## src/rtl/adi2axis_capture_seq.sv

```systemverilog
// ---------------------------------------------------------------------------
// adi2axis_capture_seq
// Control sequencer for the adi2axis ADC-to-AXI-Stream capture converter.
// Runs N back-to-back fixed-length capture bursts separated by a programmable
// gap. Before re-arming, it waits for both the converter's done flag and DMA
// completion. It also counts overflow cycles, runs a per-burst watchdog and
// reports status and an interrupt.
//
// Ports:
//   AXIS_ACLK, AXIS_ARESET    clock, asynchronous active-high reset
//   cfg_enable                run level: rising edge starts, low aborts/acks
//   cfg_num_bytes/_num_bursts/_gap_cycles/_timeout   run configuration
//   conv_ctrl, conv_num_bytes converter control (0 = clear/stop, 1 = start)
//   conv_stat                 converter status (bit0 capture_en, bit1 done)
//   conv_ovf, dma_cmplt       converter overflow level, DMA completion pulse
//   busy, irq                 run in progress, entry pulse on DONE/ERROR
//   bursts_done, ovf_count    run counters
//   status                    {bursts_done, 10'b0, err_cfg, err_timeout,
//                             busy, state}
// ---------------------------------------------------------------------------
module adi2axis_capture_seq #(
    parameter int unsigned C_BYTES    = 8,
    parameter int unsigned CLR_CYCLES = 4
) (
    input  logic        AXIS_ACLK,
    input  logic        AXIS_ARESET,
    input  logic        cfg_enable,
    input  logic [31:0] cfg_num_bytes,
    input  logic [15:0] cfg_num_bursts,
    input  logic [15:0] cfg_gap_cycles,
    input  logic [31:0] cfg_timeout,
    output logic [31:0] conv_ctrl,
    output logic [31:0] conv_num_bytes,
    input  logic [31:0] conv_stat,
    input  logic        conv_ovf,
    input  logic        dma_cmplt,
    output logic        busy,
    output logic        irq,
    output logic [15:0] bursts_done,
    output logic [15:0] ovf_count,
    output logic [31:0] status
);

    typedef enum logic [2:0] {
        S_IDLE    = 3'd0,
        S_CLEAR   = 3'd1,
        S_ARM     = 3'd2,
        S_CAPTURE = 3'd3,
        S_DRAIN   = 3'd4,
        S_GAP     = 3'd5,
        S_DONE    = 3'd6,
        S_ERROR   = 3'd7
    } state_t;

    localparam logic [15:0] CLR_LEN = 16'(CLR_CYCLES);

    state_t      state_q, state_d;
    logic        en_prev_q;
    logic [31:0] nb_q, nb_d;
    logic [15:0] nbursts_q, nbursts_d;
    logic [15:0] gap_q, gap_d;
    logic [31:0] tmo_q, tmo_d;
    logic [15:0] cnt_q, cnt_d;
    logic [31:0] wdog_q, wdog_d;
    logic        pend_q, pend_d;
    logic [15:0] bursts_q, bursts_d;
    logic [15:0] ovf_q, ovf_d;
    logic        err_t_q, err_t_d;
    logic        err_c_q, err_c_d;
    logic        ctrl_q, ctrl_d;
    logic        busy_q, busy_d;
    logic        irq_q, irq_d;

    logic        start;
    logic        in_wd;
    logic        tmo_hit;
    logic [15:0] gap_len;
    logic        unused_stat;

    assign unused_stat = ^conv_stat[31:2];

    // The gap doubles as the converter clear time, so it is never shorter.
    assign gap_len = (gap_q > CLR_LEN) ? gap_q : CLR_LEN;
    assign start   = cfg_enable && !en_prev_q;
    assign in_wd   = (state_q == S_ARM) || (state_q == S_CAPTURE) || (state_q == S_DRAIN);
    assign tmo_hit = in_wd && (tmo_q != '0) && ((wdog_q + 32'd1) == tmo_q);

    always_comb begin
        state_d   = state_q;
        nb_d      = nb_q;
        nbursts_d = nbursts_q;
        gap_d     = gap_q;
        tmo_d     = tmo_q;
        cnt_d     = cnt_q;
        wdog_d    = in_wd ? wdog_q + 32'd1 : wdog_q;
        pend_d    = pend_q;
        bursts_d  = bursts_q;
        ovf_d     = ovf_q;
        err_t_d   = err_t_q;
        err_c_d   = err_c_q;

        if (((state_q == S_ARM) || (state_q == S_CAPTURE)) && conv_ovf && (ovf_q != '1)) begin
            ovf_d = ovf_q + 16'd1;
        end

        case (state_q)
            S_IDLE: begin
                if (start) begin
                    nb_d      = cfg_num_bytes;
                    nbursts_d = cfg_num_bursts;
                    gap_d     = cfg_gap_cycles;
                    tmo_d     = cfg_timeout;
                    bursts_d  = '0;
                    ovf_d     = '0;
                    err_t_d   = 1'b0;
                    err_c_d   = 1'b0;
                    pend_d    = 1'b0;
                    cnt_d     = '0;
                    if ((cfg_num_bytes == '0) || ((cfg_num_bytes % C_BYTES) != '0)) begin
                        err_c_d = 1'b1;
                        state_d = S_ERROR;
                    end else begin
                        state_d = S_CLEAR;
                    end
                end
            end
            S_CLEAR: begin
                wdog_d = '0;
                if (cnt_q == CLR_LEN - 16'd1) begin
                    cnt_d   = '0;
                    state_d = S_ARM;
                end else begin
                    cnt_d = cnt_q + 16'd1;
                end
            end
            S_ARM: begin
                if (conv_stat[0]) state_d = S_CAPTURE;
            end
            S_CAPTURE: begin
                // Completion may beat done (or coincide with it); remember it.
                if (dma_cmplt) pend_d = 1'b1;
                if (conv_stat[1]) state_d = S_DRAIN;
            end
            S_DRAIN: begin
                if (dma_cmplt || pend_q) begin
                    pend_d   = 1'b0;
                    bursts_d = bursts_q + 16'd1;
                    cnt_d    = '0;
                    if ((nbursts_q != '0) && ((bursts_q + 16'd1) == nbursts_q)) begin
                        state_d = S_DONE;
                    end else begin
                        state_d = S_GAP;
                    end
                end
            end
            S_GAP: begin
                if (cnt_q == gap_len - 16'd1) begin
                    cnt_d   = '0;
                    wdog_d  = '0;
                    pend_d  = 1'b0;
                    state_d = S_ARM;
                end else begin
                    cnt_d = cnt_q + 16'd1;
                end
            end
            S_DONE, S_ERROR: begin
                if (!cfg_enable) state_d = S_IDLE;
            end
            default: state_d = S_IDLE;
        endcase

        // Priority: abort over timeout over the normal progress above.
        if (tmo_hit) begin
            state_d  = S_ERROR;
            err_t_d  = 1'b1;
            bursts_d = bursts_q;
            pend_d   = pend_q;
        end
        if (!cfg_enable && (state_q inside {S_CLEAR, S_ARM, S_CAPTURE, S_DRAIN, S_GAP})) begin
            state_d  = S_IDLE;
            err_t_d  = err_t_q;
            bursts_d = bursts_q;
            pend_d   = 1'b0;
        end

        // Outputs are registered from the next state so they track state_q.
        ctrl_d = (state_d == S_ARM) || (state_d == S_CAPTURE) || (state_d == S_DRAIN);
        busy_d = state_d inside {S_CLEAR, S_ARM, S_CAPTURE, S_DRAIN, S_GAP};
        irq_d  = ((state_d == S_DONE) || (state_d == S_ERROR)) && (state_d != state_q);
    end

    always_ff @(posedge AXIS_ACLK or posedge AXIS_ARESET) begin
        if (AXIS_ARESET) begin
            state_q   <= S_IDLE;
            en_prev_q <= 1'b0;
            nb_q      <= '0;
            nbursts_q <= '0;
            gap_q     <= '0;
            tmo_q     <= '0;
            cnt_q     <= '0;
            wdog_q    <= '0;
            pend_q    <= 1'b0;
            bursts_q  <= '0;
            ovf_q     <= '0;
            err_t_q   <= 1'b0;
            err_c_q   <= 1'b0;
            ctrl_q    <= 1'b0;
            busy_q    <= 1'b0;
            irq_q     <= 1'b0;
        end else begin
            state_q   <= state_d;
            en_prev_q <= cfg_enable;
            nb_q      <= nb_d;
            nbursts_q <= nbursts_d;
            gap_q     <= gap_d;
            tmo_q     <= tmo_d;
            cnt_q     <= cnt_d;
            wdog_q    <= wdog_d;
            pend_q    <= pend_d;
            bursts_q  <= bursts_d;
            ovf_q     <= ovf_d;
            err_t_q   <= err_t_d;
            err_c_q   <= err_c_d;
            ctrl_q    <= ctrl_d;
            busy_q    <= busy_d;
            irq_q     <= irq_d;
        end
    end

    assign conv_ctrl      = {31'b0, ctrl_q};
    assign conv_num_bytes = nb_q;
    assign busy           = busy_q;
    assign irq            = irq_q;
    assign bursts_done    = bursts_q;
    assign ovf_count      = ovf_q;
    assign status         = {bursts_q, 10'b0, err_c_q, err_t_q, busy_q, state_q};

endmodule

```

## config.mk

```make
export PLATFORM = sky130hd
export DESIGN_NAME = adi2axis_capture_seq
export DESIGN_NICKNAME = d
export VERILOG_FILES = /design/src/rtl/adi2axis_capture_seq.sv
export SDC_FILE = /design/constraint.sdc
export NUM_CORES = 1
export LEC_CHECK = 0
export BUFFER_PORTS_ARGS = -buffer_cell sky130_fd_sc_hd__buf_2
export CAP_MARGIN = 5
export CORE_UTILIZATION = 55
export CTS_CLUSTER_SIZE = 10
export DETAILED_ROUTE_END_ITERATION = 6
export PLACE_DENSITY = 0.89
export REMOVE_ABC_BUFFERS = 1
export SLEW_MARGIN = 20
export SYNTH_ARGS = -nofsm -noshare
export SYNTH_HDL_FRONTEND = slang
export SYNTH_SLANG_ARGS = --single-unit
export TNS_END_PERCENT = 5
```

## constraint.sdc

```tcl
create_clock -name AXIS_ACLK -period 6.9 [get_ports AXIS_ACLK]
set_clock_uncertainty 0.1 [all_clocks]
set_input_delay 0.69 -clock AXIS_ACLK [delete_from_list [all_inputs] [get_ports AXIS_ACLK]]
set_output_delay 0.69 -clock AXIS_ACLK [all_outputs]
set_load 0.01 [all_outputs]
```

==> impl_metrics.py, run 1 <==
metrics = {
    "run_status": {
        "status": "complete, no violations",
    },
    "grt": {
        "grt_max_degree": 113,
        "grtUsageTotal": 0.270,
        "grt_antenna_before_repair": 0,
        "overflow": 0,
        "grt_first_pass_wirelength_um": 43900,
        "grt_pass1_vias": 9049,
    },
    "floorplanning": {
        "core_area_mm2": 0.0196,
        "row_count": 51,
        "die_w_um": 144,
        "dieArea_mm2": 0.0207,
        "initial_core_util": 0.565,
        "io_pins": 263,
        "die-height_um": 144,
    },
    "synth": {
        "muxShareOfSynthArea": 0.100,
        "synthArstFlopShare": 1.00,
        "synth-xor-area-share": 0.105,
        "synth_top_family_by_area": "simple AND/OR/NAND/NOR gates",
        "synth.most_common_cell": "dfrtp_1",
        "yosys.area_share.simple": 0.202,
        "synth_seq_cells": 186,
        "yosysTopAreaCellShare": 0.420,
        "synth-edff-count": 0,
        "netlist_instances": 1156,
        "yosysSeqAreaShare": 0.420,
        "synth.area.top_cells": "dfrtp_1 42%, mux2_2 9.5%, xnor2_1 5.7%",
        "yosysUniqueCellTypes": 76,
        "synth_common_cells": "186 x dfrtp_1, 108 x nor2_1, 93 x mux2_2, 72 x xnor2_1",
        "syn-cell-area_mm2": 0.0111,
        "synth_ff_type": "dfrtp_1",
        "yosys_warnings": 0,
        "yosysTopAreaCell": "dfrtp_1",
        "syn_avg_cell_area_um2": 9.58,
        "synth_compound_area_frac": 0.0915,
        "synth-adder-area-share": 0.00656,
    },
    "route": {
        "drt_wl_total_um": 27300,
        "drc": 0,
        "wl_per_cell_um": 17.4,
        "ant_nets": 0,
        "vias": 9245,
        "first_pass_iters": 5,
        "drt_iter0_drc": 755,
        "vias_per_cell": 5.90,
    },
    "clock_network": {
        "root_buffer": "clkbuf_16",
        "insertion_delay_ns": 0.46,
        "cts_tree": "yes",
        "cts_made_buffers": 17,
        "ctsHtreeMaxLevel": 4,
        "cts-resized-gates": 0,
        "path_clk_slew_ns": 0.08,
        "clock_path_buffers": 2,
        "clock_sinks": 186,
        "cts_hold_buf": 0,
        "postCtsSetupRepairBufs": 0,
    },
    "power_and_ir_drop": {
        "vdd_drop_max_v": 0.000224,
        "p_leak_nw": 5.43,
        "p_int_w": 0.00266,
        "p_per_area_mw_per_mm2": 350,
        "clockPowerShare": 0.230,
        "p_sw_frac": 0.391,
        "sequentialPowerShare": 0.418,
        "switching_power_w": 0.00171,
        "pwr-share-comb": 0.352,
    },
    "timing": {
        "fin_crit_sh": 0.771,
        "clock.fmax_mhz": 188,
        "setup_ws_ns": 1.58,
        "finalHoldViolCount": 0,
        "setup_tns_ns": 0,
        "rsz0062_at_grt": "no",
        "report.final.setup_viol": 0,
        "maxSlewViolCount": 0,
        "slew_headroom": 0.325,
        "worstMarginPinSlew_ns": 1.01,
        "min_period_ns": 5.32,
    },
    "layout": {
        "fin_area_mm2": 0.0125,
        "post_route_cells_drive_above_1_share": 0.263,
        "areaGrowthSynthToFinish_pct": 12.7,
        "final_util": 0.637,
        "nets": 1428,
        "fill_cells": 1566,
        "antenna_cells": 0,
    },
    "critical_path": {
        "worstPathCellList": "or4_1, or4_4, o21ai_0, ha_1, or3b_2, a211oi_1, mux2i_1, nor3b_1, nor2_1, nor4_2, a211o_2, and2_1, a31oi_1, nor3b_1",
        "arrival_ns": 5.58,
        "path_class": "reg -> reg",
        "cp.required_ns": 7.16,
        "crit_family": "simple AND/OR/NAND/NOR gates",
        "reg2reg_from": "gap_q[6]$_DFFE_PP0P_",
        "end_kind": "flop",
        "critPathSlowestCell": "or4_1",
        "startpoint_type": "flop",
        "crit_fanout": 31,
        "path_buf_inv": 0,
        "slowest_delay_ns": 0.68,
        "reg2reg_to": "irq$_DFF_PP0_",
        "r2r_slack_ns": 1.58,
        "cp_common_cell": "nor3b_1",
        "rr_worst_depth": 14,
    },
    "worst_hold_path": {
        "hold_path_class": "in -> async",
    },
    "place": {
        "dpl_cell_area_mm2": 0.0119,
        "gp_congestion": 0.987,
        "placement.io_buffers": 191,
        "dpl.hpwl_um": 19600,
        "post-place-ws_ns": 1.78,
    },
    "job": {
        "drv_cap": 0,
    },
}
## worst reg2reg max path, delay by kind of cell, from the launching register on
family,cells,cell delay [ns]
AND/OR/NAND/NOR,8,3.00
AO/OA/AOI/OAI,4,1.29
flip-flops,1,0.42
adder cells (fa/ha/maj),1,0.26
multiplexers,1,0.16
## per-stage QoR
stage / total power, W / instances / hold WS (ns)
6_report: 0.00437 / 1568 / 0.272
5_1_grt: 0.00462 / 1568 / 0.306
3_5_place_dp: 0.00335 / 1536 / 0.391
3_3_place_gp: 0.00328 / 1536 / 0.386
2_1_floorplan: 0.00287 / 1071 / 0.386
4_1_cts: 0.00436 / 1568 / 0.303
## cells by family (layout without fill, tap and decap cells)
kind of cell / Yosys count / in the layout
other cells: 1 / 41
fa+ha+maj: 6 / 6
buf+inv: 148 / 255
compound gates: 158 / 158
simple gates: 427 / 427
flops: 186 / 186
xor+xnor: 131 / 131
mux: 99 / 99
## cell type report
cell class | instances | area, um^2 | share of cell area
multi-input cells | 862 | 5760 | 0.462
flip-flops and latches | 186 | 4650 | 0.373
repair buffers | 200 | 1020 | 0.0820
clock buffers | 17 | 425 | 0.0341
well taps | 265 | 332 | 0.0266
clock inverters | 15 | 188 | 0.0150
inverters | 23 | 93.8 | 0.00752
## power by group through the flow
| stage | clock network [W] | logic, W | registers (W) |
|---|---|---|---|
| 2_1_floorplan | 0 | 0.00109 | 0.00178 |
| 4_1_cts | 0.00101 | 0.00153 | 0.00182 |
| 5_1_grt | 0.00106 | 0.00169 | 0.00187 |
| 3_5_place_dp | 0 | 0.00152 | 0.00183 |
| 3_3_place_gp | 0 | 0.00146 | 0.00181 |
| 6_report | 0.00100 | 0.00154 | 0.00183 |
## worst max-delay path by stage
stage | start | end | slack [ns] | depth (start not counted)
finish | gap_q[6]$_DFFE_PP0P_ | irq$_DFF_PP0_ | 1.58 | 14
global route | gap_q[8]$_DFFE_PP0P_ | irq$_DFF_PP0_ | 1.31 | 14
CTS | gap_q[6]$_DFFE_PP0P_ | irq$_DFF_PP0_ | 1.69 | 14
detailed placement | gap_q[8]$_DFFE_PP0P_ | irq$_DFF_PP0_ | 1.78 | 14
global placement | gap_q[6]$_DFFE_PP0P_ | irq$_DFF_PP0_ | 1.91 | 14
floorplan | cfg_enable | ctrl_q$_DFF_PP0_ | -6.29 | 8
## layer usage
metal | GRT usage | wire (um) | vias to the layer above | share of wire
met5 | 0 | 0 | - | 0
met4 | 0.115 | 727 | 0 | 0.027
met3 | 0.0523 | 1880 | 64 | 0.069
met2 | 0.452 | 13400 | 396 | 0.49
met1 | 0.341 | 11300 | 4491 | 0.41
li1 | - | - | 4294 | -
## sequential cells by signal, indices dropped and copies added (netlist names), 3 cells and up
| signal | flops |
|---|---|
| bursts_done | 16 |
| cnt_q | 16 |
| conv_num_bytes | 32 |
| gap_q | 16 |
| nbursts_q | 16 |
| ovf_count | 16 |
| state_q | 3 |
| tmo_q | 32 |
| wdog_q | 32 |
## layout by cell type, fill, tap and decap left out, drive strengths merged, types with 19 or more instances in the layout
cell	instances
nand4	40
nand3	46
conb	41
mux2	93
o21ai	69
inv	30
dfrtp	186
xor2	58
nor2	109
nor3	24
a21oi	19
nor4	47
buf	200
xnor2	72
nand2	69
No activity file was read; power rests on OpenSTA's default activity.
==> run 2: changes to the inputs <==
ABC_AREA = 1   (was not set)
CORE_UTILIZATION = 50   (was 55)
PLACE_DENSITY = 0.85   (was 0.89)
clock period = 4.5 ns   (was 6.9 ns; I/O delays follow)
==> impl_metrics.py, run 2 <==
metrics = {
    "clock_network": {
        "path_clk_slew_ns": 0.08,
        "clock_sinks": 186,
        "cts_made_buffers": 17,
        "insertion_delay_ns": 0.43,
        "cts-resized-gates": 0,
        "root_buffer": "clkbuf_16",
        "ctsHtreeMaxLevel": 4,
        "cts_tree": "yes",
        "cts_hold_buf": 0,
        "postCtsSetupRepairBufs": 0,
        "clock_path_buffers": 2,
    },
    "critical_path": {
        "critPathSlowestCell": "dfrtp_1",
        "cp.required_ns": 4.67,
        "crit_fanout": 32,
        "crit_family": "simple AND/OR/NAND/NOR gates",
        "startpoint_type": "flop",
        "slowest_delay_ns": 0.45,
        "path_buf_inv": 2,
        "r2r_slack_ns": 0.90,
        "worstPathCellList": "or2_4, nor2_2, nand3_2, nand2_1, ha_1, nand4_1, nor2_1, nand3_1, nand3_1, nand3_1, nor2_1, nand3_1, nand2_2, inv_2, nor2_4, buf_4, a211oi_1",
        "arrival_ns": 3.77,
        "path_class": "reg -> reg",
        "cp_common_cell": "nand3_1",
        "end_kind": "flop",
    },
    "power_and_ir_drop": {
        "vdd_drop_max_v": 0.000342,
        "p_sw_frac": 0.439,
        "sequentialPowerShare": 0.377,
        "p_leak_nw": 6.32,
        "switching_power_w": 0.00328,
        "pwr-share-comb": 0.413,
        "p_per_area_mw_per_mm2": 587,
        "p_int_w": 0.00420,
        "clockPowerShare": 0.209,
    },
    "synth": {
        "synth-edff-count": 0,
        "yosysSeqAreaShare": 0.415,
        "synth_common_cells": "464 x nand2_1, 186 x dfrtp_1, 168 x nor2_1, 152 x inv_1, 108 x nand3_1",
        "syn-cell-area_mm2": 0.0112,
        "synth_seq_cells": 186,
        "synth_ff_type": "dfrtp_1",
        "synth.area.top_cells": "dfrtp_1 42%, nand2_1 16%, nor2_1 5.6%",
        "netlist_instances": 1537,
        "synthArstFlopShare": 1.00,
        "yosysUniqueCellTypes": 41,
        "yosysTopAreaCell": "dfrtp_1",
        "synth.most_common_cell": "nand2_1",
        "yosys_warnings": 0,
        "syn_avg_cell_area_um2": 7.29,
        "yosysTopAreaCellShare": 0.415,
    },
    "route": {
        "vias_per_cell": 5.24,
        "wl_per_cell_um": 14.3,
        "drt_wl_total_um": 28500,
        "first_pass_iters": 6,
        "drc": 0,
        "drt_iter0_drc": 595,
        "vias": 10400,
        "ant_nets": 0,
    },
    "grt": {
        "overflow": 0,
        "grt_pass1_vias": 9941,
        "grt_antenna_before_repair": 1,
        "grt_first_pass_wirelength_um": 46300,
        "grtUsageTotal": 0.255,
        "grt_max_degree": 108,
    },
    "place": {
        "placedCellCount": 1954,
        "gp_congestion": 0.967,
        "post-place-ws_ns": 0.958,
        "dpl.hpwl_um": 21000,
        "placement.io_buffers": 191,
        "dpl_cell_area_mm2": 0.0121,
    },
    "floorplanning": {
        "initial_core_util": 0.512,
        "dieArea_mm2": 0.0230,
        "row_count": 54,
        "io_pins": 263,
        "die_w_um": 152,
        "core_area_mm2": 0.0219,
        "die-height_um": 152,
    },
    "timing": {
        "setup_ws_ns": 0.903,
        "clock.fmax_mhz": 278,
        "maxSlewViolCount": 0,
        "report.final.setup_viol": 0,
        "worstMarginPinSlew_ns": 0.926,
        "finalHoldViolCount": 0,
        "fin_crit_sh": 0.799,
        "min_period_ns": 3.60,
        "slew_headroom": 0.383,
        "rsz0062_at_grt": "no",
    },
    "layout": {
        "final_util": 0.582,
        "nets": 1831,
        "mostFrequentLayoutCells": "464 x nand2_1, 191 x buf_2, 186 x dfrtp_1, 168 x nor2_1, 151 x inv_1",
        "areaGrowthSynthToFinish_pct": 13.7,
        "final_cells": 1988,
        "final_common_cell": "nand2_1",
        "post_route_cells_drive_above_1_share": 0.161,
        "fin_area_mm2": 0.0127,
    },
    "worst_hold_path": {
        "hold_path_class": "in -> reg",
    },
    "job": {
        "drv_cap": 0,
    },
    "run_status": {
        "status": "complete, no violations",
    },
}
==> run 2: cell types whose count changed in the layout (fill, tap and decap cells not counted), sizes merged, moves of 18 or more <==
cell	delta
nand2	+403
inv	+138
mux2	-93
nor2	+75
nand3	+67
xnor2	-59
nor4	-33
a211oi	+23
nand2b	-18
==> run 2: worst paths after layout <==
path	startpoint	to	depth (start not counted)
worst max-delay path	gap_q[12]$_DFFE_PP0P_	wdog_q[17]$_DFF_PP0_	17
worst min register to register	conv_num_bytes[5]$_DFFE_PP0P_	conv_num_bytes[5]$_DFFE_PP0P_	2
worst min-delay path	cfg_enable	en_prev_q$_DFF_PP0_	1
worst max register to register	gap_q[12]$_DFFE_PP0P_	wdog_q[17]$_DFF_PP0_	17
max in group asynchronous	AXIS_ARESET	nbursts_q[9]$_DFFE_PP0P_	3
min in group asynchronous	AXIS_ARESET	gap_q[7]$_DFFE_PP0P_	2
==> run 2: area by class of cell <==
| cell class | count | area, um^2 |
|---|---|---|
| antenna | 2 | 5.00 |
| clock buffer | 17 | 425 |
| clock inverter | 15 | 198 |
| fill | 2026 | 9150 |
| inverter | 162 | 613 |
| multi-input combinational | 1129 | 5470 |
| sequential | 186 | 4650 |
| tap | 280 | 350 |
| timing repair buffer | 197 | 1030 |
==> run 2: cells by family after synthesis <==
logic type	after synthesis	share of synthesized area
xor+xnor	58	0.0502
buf+inv	262	0.110
flops	186	0.415
compound gates	168	0.0903
other cells	1	0.000335
fa+ha+maj	5	0.00558
simple gates	857	0.328
==> run 2: power by group through the flow <==
| stage | clock (W) | sequential [W] | combinational [W] |
|---|---|---|---|
| final | 0.00157 | 0.00282 | 0.00309 |
| after floorplan | 0 | 0.00279 | 0.00217 |
| after detailed placement | 0 | 0.00283 | 0.00308 |
| after global placement | 0 | 0.00281 | 0.00298 |
| after CTS | 0.00159 | 0.00282 | 0.00309 |
| after global routing | 0.00166 | 0.00290 | 0.00354 |
==> run 2: routing by layer <==
layer	wire length (um)	track usage	vias up
met1	12100	0.313	4841
li1	-	-	5177
met3	1780	0.0614	63
met4	862	0.101	0
met5	0	0	-
met2	13700	0.430	332
==> run 2: per-stage QoR <==
stage          hold slack [ns]  total power, W  TNS [ns]
4_1_cts                 0.0790         0.00750         0
3_3_place_gp             0.351         0.00579         0
6_report                 0.104         0.00748         0
2_1_floorplan            0.367         0.00496   -229.13
3_5_place_dp             0.358         0.00591         0
5_1_grt                 0.0809         0.00810         0
